$ cat src/rtl/hb_fir_tdm.sv
// Time-multiplexed symmetric / halfband FIR.
// One shared multiplier walks the folded taps.
module hb_fir_tdm #(
  parameter int WIDTH    = 18,
  parameter int CWIDTH   = 18,
  parameter int NTAPS    = 15,
  parameter int HALFBAND = 1,
  localparam int M       = (NTAPS - 1) / 2,
  localparam int CAW     = $clog2(M + 1)
) (
  input  logic                     sys_clk,
  input  logic                     reset_n,
  input  logic                     in_valid,
  output logic                     in_ready,
  input  logic signed [WIDTH-1:0]  x_in,
  input  logic                     coeff_wr,
  input  logic [CAW-1:0]           coeff_addr,
  input  logic signed [CWIDTH-1:0] coeff_data,
  output logic signed [WIDTH-1:0]  y,
  output logic                     out_valid
);

  localparam int NMAC = (HALFBAND != 0) ? (M + 1) / 2 : M + 1;
  localparam int CNTW = $clog2(NMAC + 1);
  localparam int FW   = WIDTH + 1;
  localparam int PW   = FW + CWIDTH;
  localparam int AW   = WIDTH + CWIDTH + 1 + CAW;

  localparam logic signed [AW-1:0] HALF =
    AW'(1) <<< (CWIDTH - 2);
  localparam logic signed [AW-1:0] YMAX =
    {{(AW-WIDTH+1){1'b0}}, {(WIDTH-1){1'b1}}};
  localparam logic signed [AW-1:0] YMIN =
    {{(AW-WIDTH+1){1'b1}}, {(WIDTH-1){1'b0}}};

  typedef enum logic [1:0] {
    IDLE,
    MAC,
    DRAIN
  } state_t;

  state_t state, state_nx;

  logic signed [WIDTH-1:0]  dl [NTAPS];
  logic signed [CWIDTH-1:0] coef [0:M];
  logic [CNTW-1:0]          cnt;
  logic                     pv;
  logic signed [PW-1:0]     prod_q;
  logic signed [AW-1:0]     acc;

  logic                     accept;
  logic                     last;
  logic                     start;
  logic                     cw_ok;
  int                       k;
  logic signed [WIDTH-1:0]  lo, hi;
  logic signed [CWIDTH-1:0] c;
  logic signed [FW-1:0]     fold;
  logic signed [AW-1:0]     centre;
  logic signed [AW-1:0]     base;
  logic signed [AW-1:0]     acc_sum;
  logic signed [AW-1:0]     rnd;
  logic signed [AW-1:0]     shr;
  logic signed [WIDTH-1:0]  y_sat;

  assign in_ready = (state == IDLE);
  assign accept   = in_valid && in_ready;
  assign last     = (cnt == CNTW'(NMAC - 1));
  assign start    = (state == MAC) && (cnt == '0);
  assign cw_ok    = coeff_wr && in_ready &&
                    (32'(coeff_addr) <= M);

  always_comb begin
    state_nx = state;
    unique case (state)
      IDLE:    if (accept) state_nx = MAC;
      MAC:     if (last) state_nx = DRAIN;
      DRAIN:   state_nx = IDLE;
      default: state_nx = IDLE;
    endcase
  end

  // Halfband walks k = M-1, M-3, ... ; general walks 0..M.
  always_comb begin
    if (HALFBAND != 0) k = M - 1 - 2 * int'(cnt);
    else k = int'(cnt);
    lo = '0;
    hi = '0;
    c  = '0;
    for (int i = 0; i <= M; i++) begin
      if (k == i) begin
        lo = dl[i];
        hi = dl[NTAPS-1-i];
        c  = coef[i];
      end
    end
    if (k == M) fold = {lo[WIDTH-1], lo};
    else fold = {lo[WIDTH-1], lo} + {hi[WIDTH-1], hi};
  end

  // h[M] = 0.5 in halfband mode is a plain shift.
  always_comb begin
    centre = AW'(dl[M]) <<< (CWIDTH - 2);
    base   = (HALFBAND != 0) ? centre : '0;
    acc_sum = (start ? base : acc) +
              (pv ? AW'(prod_q) : '0);
    rnd = acc_sum + HALF;
    shr = rnd >>> (CWIDTH - 1);
    if (shr > YMAX) y_sat = YMAX[WIDTH-1:0];
    else if (shr < YMIN) y_sat = YMIN[WIDTH-1:0];
    else y_sat = shr[WIDTH-1:0];
  end

  always_ff @(posedge sys_clk or negedge reset_n) begin
    if (!reset_n) begin
      state     <= IDLE;
      cnt       <= '0;
      pv        <= 1'b0;
      prod_q    <= '0;
      acc       <= '0;
      y         <= '0;
      out_valid <= 1'b0;
      for (int i = 0; i < NTAPS; i++) dl[i] <= '0;
      for (int i = 0; i <= M; i++) coef[i] <= '0;
    end else begin
      state     <= state_nx;
      out_valid <= (state == DRAIN);
      pv        <= (state == MAC);
      if (accept) begin
        dl[0] <= x_in;
        for (int i = 1; i < NTAPS; i++) dl[i] <= dl[i-1];
      end
      if (cw_ok) coef[coeff_addr] <= coeff_data;
      if (state == MAC) begin
        prod_q <= PW'(fold) * PW'(c);
        cnt    <= last ? '0 : cnt + CNTW'(1);
      end
      if (state != IDLE) acc <= acc_sum;
      if (state == DRAIN) y <= y_sat;
    end
  end

endmodule

$ cat config.mk
export PLATFORM = sky130hd
export DESIGN_NAME = hb_fir_tdm
export DESIGN_NICKNAME = d
export VERILOG_FILES = /design/src/rtl/hb_fir_tdm.sv
export SDC_FILE = /design/constraint.sdc
export NUM_CORES = 2
export LEC_CHECK = 0
export ABC_CLOCK_PERIOD_IN_PS = 34100
export CAP_MARGIN = 20
export CORE_ASPECT_RATIO = 1.2
export CORE_MARGIN = 2
export CORE_UTILIZATION = 60
export CTS_CLUSTER_SIZE = 24
export DETAILED_ROUTE_END_ITERATION = 10
export PLACE_DENSITY_LB_ADDON = 0.3
export SETUP_SLACK_MARGIN = 0.05
export SKIP_CTS_REPAIR_TIMING = 1
export SLEW_MARGIN = 25
export SYNTH_ARGS = -nofsm -noshare
export SYNTH_HDL_FRONTEND = slang
export SYNTH_SLANG_ARGS = --single-unit
$ cat constraint.sdc
create_clock -name sys_clk -period 34.1 [get_ports sys_clk]
set_clock_uncertainty 0.15 [all_clocks]
set_input_delay 6.82 -clock sys_clk [delete_from_list [all_inputs] [get_ports sys_clk]]
set_output_delay 6.82 -clock sys_clk [all_outputs]
set_load 0.01 [all_outputs]
==> metrics.cfg <==
[finish]
mostFrequentLayoutCells=1,226 x nand2_1, 444 x dfrtp_1, 410 x inv_1
regArea_sq_um=11100
n_fill_cell=4666
postLayoutCoreUtil=0.655
final_common_cell=nand2_1
multi_input_area_sq_um=21200
drive_gt1_frac=0.0653
area_delta_synth_final_pct=8.37
nNetsFinal=4480

[cts]
clock-sinks=444
cts-root-buf=clkbuf_16
path_clk_slew_ns=0.06
clockBufferDepth=3
htree_levels=2
clk_latency_ns=0.61
cts_buffers=45
cts_tree=done

[routing]
wl_um=85400
viasPerCell=5.63
drc_errors=0
drt-pass1-iter-count=6
post_drt_wl_per_cell_um=18.2
vias=26500
ant_nets=0
drt_iter0_drc=1919

[logic_synthesis]
synth-seq-area-share=0.322
synthCells=3960
synth_edf_count=0
syn_nets=4504
syn_area_per_cell_sq_um=8.70
syn_area_sq_um=34500
synth_warnings=0
synth_seq_cells=444
ys_async_sr_fraction=1.00
synthDistinctLibCells=78
ys.flop_type=dfrtp_1

[timing]
final_hold_viol_count=0
worst_pin_slew_ns=1.10
rsz0062_at_grt=false
tns_ns=0
setup_viol=0
fin_crit_sh=0.372
slew_viol_final=0
finalCriticalPeriod_ns=12.67
clock.fmax_ghz=0.0789
maxSlewHeadroom=0.265

[floorplanning]
start_util=0.604
die_h_um=267
dieArea_sq_um=59400
ios=63
dieWidth_um=223
std_cell_rows=96
core_region_area_sq_um=57100

[grt]
globalRoute.totalOverflow=0
track_usage=0.297
grt_start_max_net_pins=160
grt_pass1_wl_um=140000
grt_pass1_vias=26800
antenna_found_initial=2

[worst_setup_path]
crit_top_cell=fa_1
path_class=reg2reg
endpoint_kind=flop
required_ns=34.41
start_kind=flop
ff2ff_path_depth=44
cpMaxStageDelayCell=a31oi_1
cp_max_fo=86
max_stage_delay_ns=0.80
rrSetupSlack_ns=21.43
cp_data_arrival_time_ns=12.98

[placed_design]
io_buffers=62
dp_hpwl_um=62700
gp_congestion=0.949

[run_status]
status=finished, final reports clean

[hold_path]
hp-class=reg2reg
hold_path_depth=2

[flow_run]
maxCapViolCount=0

-- sequential cells by signal, indices dropped and copies added, names as in the netlist --
signal	cells
cnt	3
coef	72
base	18
state	2
prod_q	37
out_valid	1
y	18
acc	40
pv	1
dl	252
-- worst max-delay path: cells and delay by family, from the launching register on --
family | cells | cell delay, ns
AOI/OAI and AO/OA | 18 | 4.86
and+or+nand+nor | 8 | 1.53
DFF | 1 | 0.42
xor gates and xnor gates | 1 | 0.15
buffers and inverters | 7 | 1.11
adders and majority gates | 10 | 4.22
-- cells in the mapped netlist (all sizes together) (40+ instances only) --
cell	instances	area [sq um]
mux2	83	935
nor2	251	947
a21oi	97	489
clkbuf	166	623
nand2	1227	4610
xnor2	72	631
o21ai	194	971
ha	168	2100
fa	333	6670
dfrtp	444	11100
inv	410	1540
a21o	41	308
and2	82	514
xor2	56	490
a221o	40	400
-- path summary, 6_finish.rpt --
path | from | to
worst min register to register | dl[172] | dl[154]
worst max-delay path | cnt[0] | prod_q[36]
max in group asynchronous | reset_n | coef[54]
worst max register to register | cnt[0] | prod_q[36]
worst min-delay path | dl[172] | dl[154]
min in group asynchronous | reset_n | y[14]
-- metrics by stage --
step,hold slack [ns],instance area [sq um],worst slack [ns],cells
finish,0.290,37400,21.43,4704
CTS,0.285,37200,21.51,4700
global route,0.322,37400,20.37,4703
global placement,0.294,35700,21.82,4620
floorplan,0.281,34500,23.24,3960
detailed placement,0.298,35800,21.55,4621
-- final cells by class --
type | count | share of cell area
flip-flops and latches | 444 | 0.297
multi-input cells | 2924 | 0.568
repair buffers | 110 | 0.0290
clock inverters | 18 | 0.00616
inverters | 411 | 0.0413
clock buffers | 61 | 0.0334
diodes | 1 | 0.0000670
well taps | 735 | 0.0246
-- cells by family after synthesis --
family,count (synthesis),synth area share
AO/OA/AOI/OAI,489,0.0930
AND/OR/NAND/NOR,1721,0.205
multiplexers,84,0.0274
XOR/XNOR,128,0.0325
flip-flops,444,0.322
buffers and inverters,592,0.0652
adder cells (fa/ha/maj),502,0.255
-- metal layers --
layer	wire (um)	global-route usage	vias up
li1	-	-	12400
met1	34200	0.378	13000
met2	41900	0.497	777
met3	4300	0.0401	256
met4	4990	0.160	2
met5	12	0	-
Power is left out: the tool's default activity adds up to more than one toggle a clock period on the data nets, which glitch-free logic cannot reach.
